File: config.mk
export PLATFORM = sky130hd
export DESIGN_NAME = snake_move_ctrl
export DESIGN_NICKNAME = d
export VERILOG_FILES = /design/src/rtl/snake_move_ctrl.sv
export SDC_FILE = /design/constraint.sdc
export NUM_CORES = 1
export LEC_CHECK = 0
export BUFFER_PORTS_ARGS = -buffer_cell sky130_fd_sc_hd__buf_2
export CORE_MARGIN = 1.5
export CORE_UTILIZATION = 40
export CTS_BUF_LIST = sky130_fd_sc_hd__clkbuf_16
export DETAILED_ROUTE_END_ITERATION = 10
export SLEW_MARGIN = 20
export SYNTH_ARGS = -nofsm -noshare
export SYNTH_HDL_FRONTEND = slang
export SYNTH_SLANG_ARGS = --single-unit
File: constraint.sdc
create_clock -name clk -period 4.1 [get_ports clk]
set_input_delay 0.615 -clock clk [delete_from_list [all_inputs] [get_ports clk]]
set_output_delay 0.615 -clock clk [all_outputs]
set_load 0.005 [all_outputs]
File: src/rtl/snake_move_ctrl.sv
// Snake head movement sequencer for the 8x8 LED row-register array.
// Ports: clk, reset (async, active-high), start, dir_valid, dir[1:0] in;
//   row_sel, src_row_sel, col_mask, shift_left, shift_right, load,
//   step_done, head_row, head_col, game_over, busy out (all registered).
// Optional feature: define SNAKE_WRAP_EN to wrap moves at the walls
//   instead of ending the game.
module snake_move_ctrl #(
    parameter int unsigned TICK_DIV  = 8,
    parameter logic [2:0]  START_ROW = 3'd3,
    parameter logic [2:0]  START_COL = 3'd3
) (
    input  logic       clk,
    input  logic       reset,
    input  logic       start,
    input  logic       dir_valid,
    input  logic [1:0] dir,
    output logic [7:0] row_sel,
    output logic [7:0] src_row_sel,
    output logic [7:0] col_mask,
    output logic       shift_left,
    output logic       shift_right,
    output logic       load,
    output logic       step_done,
    output logic [2:0] head_row,
    output logic [2:0] head_col,
    output logic       game_over,
    output logic       busy
);

`ifdef SNAKE_WRAP_EN
    localparam bit WRAP = 1'b1;
`else
    localparam bit WRAP = 1'b0;
`endif

    localparam int CW = (TICK_DIV > 2) ? $clog2(TICK_DIV) : 1;
    localparam logic [CW-1:0] CNT_LAST = CW'(TICK_DIV - 1);

    localparam logic [1:0] D_UP    = 2'b00;
    localparam logic [1:0] D_DOWN  = 2'b01;
    localparam logic [1:0] D_LEFT  = 2'b10;
    localparam logic [1:0] D_RIGHT = 2'b11;

    typedef enum logic [1:0] {
        S_IDLE,
        S_RUN,
        S_MOVE,
        S_OVER
    } state_t;

    state_t state;
    state_t state_nxt;

    logic [CW-1:0] cnt;
    logic [CW-1:0] cnt_nxt;
    logic [1:0]    cur_dir;
    logic [1:0]    cur_nxt;
    logic [1:0]    pend_dir;
    logic [1:0]    pend_nxt;

    logic [2:0] new_row;
    logic [2:0] new_col;
    logic       wall;
    logic       vert;

    logic [7:0] row_sel_d;
    logic [7:0] src_d;
    logic [7:0] mask_d;
    logic       sl_d;
    logic       sr_d;
    logic       ld_d;
    logic       sd_d;
    logic       go_d;
    logic       busy_d;
    logic [2:0] head_row_d;
    logic [2:0] head_col_d;

    function automatic logic [7:0] onehot(input logic [2:0] idx);
        onehot = 8'd1 << idx;
    endfunction

    // Candidate head position for the pending direction and wall test.
    always_comb begin
        new_row = head_row;
        new_col = head_col;
        wall    = 1'b0;
        vert    = 1'b0;
        unique case (pend_dir)
            D_UP: begin
                new_row = head_row - 3'd1;
                wall    = (head_row == 3'd0);
                vert    = 1'b1;
            end
            D_DOWN: begin
                new_row = head_row + 3'd1;
                wall    = (head_row == 3'd7);
                vert    = 1'b1;
            end
            D_LEFT: begin
                new_col = head_col + 3'd1;
                wall    = (head_col == 3'd7);
            end
            D_RIGHT: begin
                new_col = head_col - 3'd1;
                wall    = (head_col == 3'd0);
            end
        endcase
        if (WRAP) begin
            wall = 1'b0;
        end
    end

    // State register with tick counter and direction registers.
    always_ff @(posedge clk or posedge reset) begin
        if (reset) begin
            state    <= S_IDLE;
            cnt      <= '0;
            cur_dir  <= D_RIGHT;
            pend_dir <= D_RIGHT;
        end else begin
            state    <= state_nxt;
            cnt      <= cnt_nxt;
            cur_dir  <= cur_nxt;
            pend_dir <= pend_nxt;
        end
    end

    // Next-state logic. Reversals are judged against the committed
    // direction, so a request during MOVE sees the old cur_dir.
    always_comb begin
        state_nxt = state;
        cnt_nxt   = '0;
        cur_nxt   = cur_dir;
        pend_nxt  = pend_dir;

        if (dir_valid && (state != S_OVER)
            && (dir != (cur_dir ^ 2'b01))) begin
            pend_nxt = dir;
        end

        unique case (state)
            S_IDLE: begin
                if (start) begin
                    state_nxt = S_RUN;
                end
            end
            S_RUN: begin
                if (cnt == CNT_LAST) begin
                    state_nxt = S_MOVE;
                end else begin
                    cnt_nxt = cnt + CW'(1);
                end
            end
            S_MOVE: begin
                cur_nxt = pend_dir;
                if (wall) begin
                    state_nxt = S_OVER;
                end else if (start) begin
                    state_nxt = S_RUN;
                end else begin
                    state_nxt = S_IDLE;
                end
            end
            S_OVER: begin
                state_nxt = S_OVER;
            end
        endcase
    end

    // Output logic: next values of the registered outputs.
    always_comb begin
        row_sel_d  = 8'd0;
        src_d      = 8'd0;
        mask_d     = 8'd0;
        sl_d       = 1'b0;
        sr_d       = 1'b0;
        ld_d       = 1'b0;
        sd_d       = 1'b0;
        go_d       = game_over;
        head_row_d = head_row;
        head_col_d = head_col;
        busy_d     = (state_nxt == S_RUN) || (state_nxt == S_MOVE);

        if (state == S_MOVE) begin
            if (wall) begin
                go_d = 1'b1;
            end else begin
                sd_d       = 1'b1;
                head_row_d = new_row;
                head_col_d = new_col;
                if (vert) begin
                    row_sel_d = onehot(new_row);
                    src_d     = onehot(head_row);
                    mask_d    = onehot(head_col);
                    ld_d      = 1'b1;
                end else begin
                    row_sel_d = onehot(head_row);
                    sl_d      = (pend_dir == D_LEFT);
                    sr_d      = (pend_dir == D_RIGHT);
                end
            end
        end
    end

    // Output registers; reset clears any strobe in flight.
    always_ff @(posedge clk or posedge reset) begin
        if (reset) begin
            row_sel     <= 8'd0;
            src_row_sel <= 8'd0;
            col_mask    <= 8'd0;
            shift_left  <= 1'b0;
            shift_right <= 1'b0;
            load        <= 1'b0;
            step_done   <= 1'b0;
            game_over   <= 1'b0;
            busy        <= 1'b0;
            head_row    <= START_ROW;
            head_col    <= START_COL;
        end else begin
            row_sel     <= row_sel_d;
            src_row_sel <= src_d;
            col_mask    <= mask_d;
            shift_left  <= sl_d;
            shift_right <= sr_d;
            load        <= ld_d;
            step_done   <= sd_d;
            game_over   <= go_d;
            busy        <= busy_d;
            head_row    <= head_row_d;
            head_col    <= head_col_d;
        end
    end

endmodule

Word-level counts from Yosys, hierarchy flattened. Cells that the tools add are included.

Input bits: 6. Flip-flop bits (word level): 45. Output and inout port bits: 36. Logic and storage cells: 81.

Reductions and logical operators: 12. Add/sub/neg operators: 5. Equality and inequality tests: 13. Muxes and demuxes: 31. Shift-type cells: 3. Bitwise gates (word level): 2.

Operators with widths (count): two-way mux 8 bit (9); left shift 1 x 3 -> 8 bit (first input constant) (3); two-way mux 1 bit (13); one-hot mux 3 bit (2 select lines) (2); equality test 2 bit (second input constant) (5); adder 3 x 1 -> 3 bit (second input constant) (3); equality test 3 bit (second input constant) (3); one-hot mux 2 bit (4 select lines) (1); equality test 2 x 1 -> 1 bit (second input constant) (3); zero test 3 bit (2); two-way mux 2 bit (3); two-way mux 3 bit (2); subtractor 3 x 1 -> 3 bit (second input constant) (2); zero test 2 bit (2); one-hot mux 1 bit (4 select lines) (1); AND reduction 2 bit (2); AND reduction 3 bit (1); logical AND 1 bit (2); inequality test 2 bit (1); inequality test 2 bit (second input constant) (1); inverter 1 bit (2); nonzero test 2 bit (1); OR reduction 2 bit (1); logical OR 1 bit (1).

Longest topological paths before layout. Gate-level depths: netlist of the first run.

Word-level depth: 6. Mapped depth: 8. Gate-level depth less buffers: 7.

Least setup slack after synthesis of the first run. OpenSTA, ideal clock, no wires.

Kind: register -> register. From: register pend_dir[1]. To: register row_sel[0]. Setup time: 0.077 ns. Slack: 1.746 ns. Cell stages (with the launch flop): 9. Data arrival time: 2.276 ns. Data required time: 4.023 ns. Clock period less this slack: 2.354 ns. Buffers on the path: 1. Path through: dfstp_2 > clkbuf_1 > inv_1 > ha_1 > fa_1 > and3b_1 > nor3_1 > o21ai_0 > a21oi_1.

Word-level cells in the longest chain between the ends: 6. Elaborated cells between the ends (all ways): 12. Classes of those cells: eq/ne (3); shift (1); mux (6); reduce/logical (2).

RTL lines: start: declaration (line 58) `logic [1:0] pend_dir;`; start signal: assignment (line 124) `pend_dir <= pend_nxt;`; equality test 2 x 1 -> 1 bit or zero test 2 bit (tied branches) (line 88) `unique case (pend_dir)`; one-hot mux 3 bit (2 select lines) or OR reduction 2 bit (tied branches); left shift 1 x 3 -> 8 bit or two-way mux 1 bit (tied branches) (line 79, 88); two-way mux 8 bit (line 191) `if (vert) begin`; two-way mux 8 bit (*) (line 185) `if (wall) begin`; two-way mux 8 bit (*) (line 184) `if (state == S_MOVE) begin`; named net row_sel_d[0] (line 66) `logic [7:0] row_sel_d;`; end signal: assignment (line 220) `row_sel <= row_sel_d;`; end: declaration (line 17) `output logic [7:0] row_sel,`.

Mark *: on every way through the listed nets, which the timed path passes. The rest lies on a longest branch. A chain may end at the register's enable or synchronous reset.

Worst setup path in the final report of the first run.
From: register pend_dir[1]. To: register row_sel[3].

The elaborated chain is that of the path after synthesis.

==> results_dict.tcl, run 1 <==
set metrics [dict create \
    wl_per_cell_um 13.1 \
    swShare_pct 29.3 \
    cts_tree "yes" \
    finalWeightedCongestion 0.821 \
    wirelength_mm 3.95 \
    r2r_start "pend_dir[1]" \
    ys_seq_area_share_pct 53.5 \
    rsz0062_at_grt "false" \
    ios 42 \
    viasPerCell 5.07 \
    post-route-period-util_pct 63.4 \
    clk_pin_slew_ns 0.06 \
    fillers 484 \
    drive_gt1_share_pct 27.2 \
    vias 1531 \
    cts_resized 0 \
    grt_antenna_before_repair 0 \
    post-cts-setup-buffer-count 0 \
    clockPowerShare_pct 39.1 \
    cp.required_ns 4.30 \
    relSlewSlack_pct 60.9 \
    path_class "flop to flop" \
    min_path_type "flop to flop" \
    r2r_slack_ns 1.50 \
    initial_utilization_pct 41.6 \
    core_sq_um 5110 \
    fp.dieH_um 75.9 \
    pwr-share-seq_pct 41.3 \
    cts_hold_buf 0 \
    tightest_slew_ns 0.587 \
    async_reset_ff_share_pct 100 \
    cts-root-buf "clkbuf_16" \
    startpoint "pend_dir[1]" \
    dp_cells 294 \
    cellLeakagePower_nw 1.27 \
    clk-insertion-delay-late_ns 0.28 \
    die_w_um 75.9 \
    n_antenna_cell 0 \
    firstDrtPassIters 4 \
    setup_violations 0 \
    busiest_layer "met2" \
    path_cells "inv_1 > ha_1 > fa_1 > and3b_1 > nor3_1 > o21ai_0 > a21oi_1" \
    multiInputGateArea_sq_um 892 \
    maxCapViolCount 0 \
    ant_nets 0 \
    synth_cell_types 41 \
    path_depth 7 \
    grt_util_met1_pct 20.3 \
    synth-edff-count 0 \
    reg2reg_depth 7 \
    grt_max_degree 46 \
    port_buffers 41 \
    grt_usage_pct 14.5 \
    r2r-end "row_sel[3]" \
    cts_sinks 45 \
    max_freq_mhz 385 \
    synth_top_flop_cell "dfrtp_1" \
    critPathCapture "row_sel[3]" \
    crit_family "adder cells" \
    numCtsBuffers 5 \
    clock_skew_ns 0.00651 \
    critPathCaptureType "flop" \
    synth_area_sq_um 2120 \
    globalRouteMet2Util_pct 22.8 \
    syn_nets 207 \
    syn_area_per_cell_sq_um 11.2 \
    status "complete, no violations" \
    drv_slew 0 \
    fin_cells 302 \
    pwr-share-comb_pct 19.5 \
    min_period_ns 2.60 \
    p_switching_mw 0.385 \
    synth_cells 190 \
    power.density_nw_per_um2 512 \
    hold_viol_final 0 \
    die-area_sq_um 5760 \
    vdd_ir_drop_max_v 0.000295 \
    drtIter0Drc 110 \
    grt_pass1_wl_mm 6.33 \
    utilization_pct 50.3 \
    start_kind "flop" \
    grtUsageMet3_pct 2.51 \
    synth_seq_cells 45 \
    p_int_mw 0.930 \
    dp_hpwl_mm 2.81 \
    slowest_delay_ns 0.66 \
    ff_latch_area_sq_um 1140 \
    setup_tns_ns 0 \
    fin_hold_ws_ns 0.445 \
    gr-total-overflow 0 \
    slowest_stage "dfstp_2" \
    yosys_warnings 0 \
    final_nets 248 \
    critical_path_buf_inv_count 1 \
    critPathMaxFanout 10 \
    grt_pass1_vias 1359 \
    drc 0 \
    critPathArrivalTime_ns 2.80 \
    core.rowCount 26 \
    cts_htree_levels 2 \
    clockBufferDepth 2 \
    area_growth_pct 20.8 \
]
[placed cells by master (no fill, tap or decap), drive strengths merged, types with 5 or more instances in the layout]
cell,n
a21oi,14
and3,8
and4,5
buf,42
clkbuf,5
dfrtp,37
dfstp,8
ha,9
inv,12
nand2,8
nand3,10
nor2,9
nor3,8
nor4b,5
o21ai,11
[metrics by stage]
stage                     setup slack, ns  total power, mW  cell area [sq um]
after global placement               1.61            0.802               2370
after global routing                 1.35             1.38               2570
after CTS                            1.54             1.32               2570
final                                1.50             1.31               2570
after floorplan                      1.75            0.732               2120
after detailed placement             1.57            0.808               2370
[worst reg2reg max path, cell delays in order, from the launching register on]
cell	delay, ns
dfstp_2	0.66
inv_1	0.14
ha_1	0.28
fa_1	0.41
and3b_1	0.21
nor3_1	0.43
o21ai_0	0.19
a21oi_1	0.19
[layer usage]
layer,up-vias,share of wire [%],wire length (um)
li1,747,-,-
met4,0,1.4,55
met2,49,45,1790
met3,5,5.4,212
met5,-,0,0
met1,730,48,1890
[cell usage after synthesis, drive strengths merged, types with 4 or more instances]
master / count / area share, %
xnor2: 4 / 1.6
nor2: 9 / 1.6
o21ai: 11 / 2.6
nand3: 10 / 2.4
inv: 12 / 2.1
buf: 5 / 1.9
nand2: 8 / 1.4
ha: 9 / 5.3
and3: 8 / 2.4
and3b: 4 / 1.6
a21oi: 14 / 3.3
nor3: 8 / 2.4
dfstp: 8 / 9.9
dfrtp: 37 / 44
and4: 5 / 2.1
nor4b: 5 / 2.1
[sequential cells by signal, summed over array words and instances, names as in the netlist]
register and flops:
col_mask 8, row_sel 8, src_row_sel 8, cnt 3, head_col 3, head_row 3, cur_dir 2, pend_dir 2
state 2, busy 1, game_over 1, load 1, shift_left 1, shift_right 1, step_done 1
[how the worst min path moves through the flow]
| stage | startpoint | endpoint | cells after the start |
|---|---|---|---|
| 6_report | cnt[0] | cnt[0] | 1 |
| 4_1_cts | cnt[0] | cnt[0] | 1 |
| 3_5_place_dp | cnt[0] | cnt[0] | 1 |
| 3_3_place_gp | cnt[0] | cnt[0] | 1 |
| 2_1_floorplan | cnt[0] | cnt[0] | 1 |
| 5_1_grt | cnt[0] | cnt[0] | 1 |
[power by group through the flow]
stage	sequential, mW	combinational (mW)	clock, mW
5_1_grt	0.552	0.288	0.536
2_1_floorplan	0.516	0.216	0
3_5_place_dp	0.552	0.256	0
3_3_place_gp	0.553	0.248	0
4_1_cts	0.544	0.256	0.524
6_report	0.543	0.257	0.514
[area by class of cell]
| cell class | instances | area share [%] |
|---|---|---|
| Tap cell | 70 | 3.41 |
| Timing Repair Buffer | 42 | 8.28 |
| Clock inverter | 3 | 2.68 |
| Sequential cell | 45 | 44.2 |
| Multi-Input combinational cell | 125 | 34.7 |
| Inverter | 12 | 1.75 |
| Clock buffer | 5 | 4.87 |
[cells by family after synthesis]
logic type               share of synthesized area, %
AO/OA/AOI/OAI                                    10.5
XOR/XNOR                                         2.89
adder cells (fa/ha/maj)                          7.19
buffers and inverters                            4.53
flip-flops                                       53.5
multiplexers                                     1.41
AND/OR/NAND/NOR                                  20.0
Power figures use the tool's default switching activity.
==> run 2, diff against run 1 <==
- clock period: 4.1 -> 2.4 ns (I/O delays scaled with it)
==> results_dict.tcl, run 2 (same netlist as run 1, synthesis figures left out) <==
set metrics [dict create \
    grt_max_degree 46 \
    path_class "flop to flop" \
    min_path_type "input pin to asynchronous set/reset pin" \
    critPathMaxFanout 11 \
    dp_hpwl_mm 2.82 \
    grt_pass1_wl_mm 6.46 \
    drv_slew 0 \
    cts_htree_levels 2 \
    critPathArrivalTime_ns 2.47 \
    maxCapViolCount 0 \
    layout_common_cells "buf_2, dfrtp_1, a21oi_1, inv_1" \
    ant_nets 0 \
    drive_gt1_share_pct 29.2 \
    grt_antenna_before_repair 0 \
    setup_tns_ns 0 \
    fp.dieH_um 75.9 \
    grt_usage_pct 15.2 \
    final_nets 256 \
    start_kind "flop" \
    cts-root-buf "clkbuf_16" \
    cp.required_ns 2.58 \
    die_w_um 75.9 \
    initial_utilization_pct 41.6 \
    viasPerCell 4.96 \
    power_mw 2.17 \
    cts_tree "yes" \
    cts_hold_buf 0 \
    power.density_nw_per_um2 835 \
    wl_per_cell_um 12.9 \
    multiInputGateArea_sq_um 892 \
    cellLeakagePower_nw 1.30 \
    finalWeightedCongestion 0.810 \
    drtIter0Drc 79 \
    cts_sinks 45 \
    ios 42 \
    grt_pass1_vias 1344 \
    status "complete, no violations" \
    hold_viol_final 0 \
    port_buffers 41 \
    vias 1539 \
    top_regs "col_mask: 8 flops, row_sel: 8 flops, src_row_sel: 8 flops" \
    relSlewSlack_pct 61.6 \
    numCtsBuffers 5 \
    gr-total-overflow 0 \
    firstDrtPassIters 4 \
    tightest_slew_ns 0.569 \
    clk_pin_slew_ns 0.06 \
    fin_hold_ws_ns 0.208 \
    wirelength_mm 3.99 \
    rsz0062_at_grt "false" \
    setup_violations 0 \
    area_growth_pct 22.4 \
    post-route-period-util_pct 95.5 \
    min_period_ns 2.29 \
    clk-insertion-delay-late_ns 0.28 \
    ff_latch_area_sq_um 1140 \
    cts_resized 0 \
    clock_skew_ns 0.00466 \
    drc 0 \
    mostFrequentLayoutCell "buf_2" \
    vdd_ir_drop_max_v 0.000384 \
    core.rowCount 26 \
    die-area_sq_um 5760 \
    critPathCaptureType "flop" \
    post-cts-setup-buffer-count 0 \
    n_antenna_cell 0 \
    fillers 480 \
    core_sq_um 5110 \
    max_freq_mhz 437 \
    clockBufferDepth 2 \
]
-- run 2: cell types whose count changed in the layout (fill, tap and decap cells not counted) --
cell / change
bufinv_16: -1
clkinvlp_4: +1
clkinv_1: +1
inv_6: -1
buf_4: +8
o21ai_1: +1
o21ai_0: -1
-- run 2: critical path: stages, from the launching register on --
cell and delay [ns]:
dfstp_2 0.59, inv_1 0.11, ha_1 0.27, nor4b_1 0.19, a211o_2 0.34, or2_2 0.40
o31ai_1 0.28
-- run 2: area by class of cell --
type / instances / area share (%)
Sequential cell: 45 / 43.7
Multi-Input combinational cell: 125 / 34.3
Timing Repair Buffer: 50 / 10.5
Clock buffer: 5 / 4.81
Tap cell: 70 / 3.37
Inverter: 12 / 1.73
Clock inverter: 3 / 1.59
-- run 2: final timing paths --
kind	startpoint	cells past startpoint	slack, ns	endpoint
max	pend_dir[0]	6	0.11	head_row[2]
max reg2reg	pend_dir[0]	6	0.11	head_row[2]
min in group clk	start	2	0.34	busy
min	reset	3	0.21	col_mask[2]
max in group asynchronous	reset	3	1.82	head_row[0]
min reg2reg	cnt[0]	1	0.45	cnt[0]
-- run 2: metrics by stage --
step	area (sq um)	utilization, %	std cells	worst slack [ns]
CTS	2600	50.9	310	0.100
global placement	2430	47.6	302	0.172
finish	2600	50.9	310	0.109
detailed placement	2430	47.6	302	0.118
floorplan	2120	-	190	0.0465
global route	2600	50.9	310	0.0148
-- run 2: power by group --
part	internal, mW	total [mW]	switching, mW
Clock	0.487	0.756	0.269
Sequential	0.825	0.868	0.0427
Combinational	0.200	0.546	0.346
-- run 2: metal layers --
layer	wire, um	vias up	global-route usage (%)	part of all wire [%]
met5	0	-	0	0
met4	59	0	6.55	1.5
met3	239	7	4.63	6.0
met2	1740	48	21.6	43
met1	1960	719	21.4	49
li1	-	765	-	-
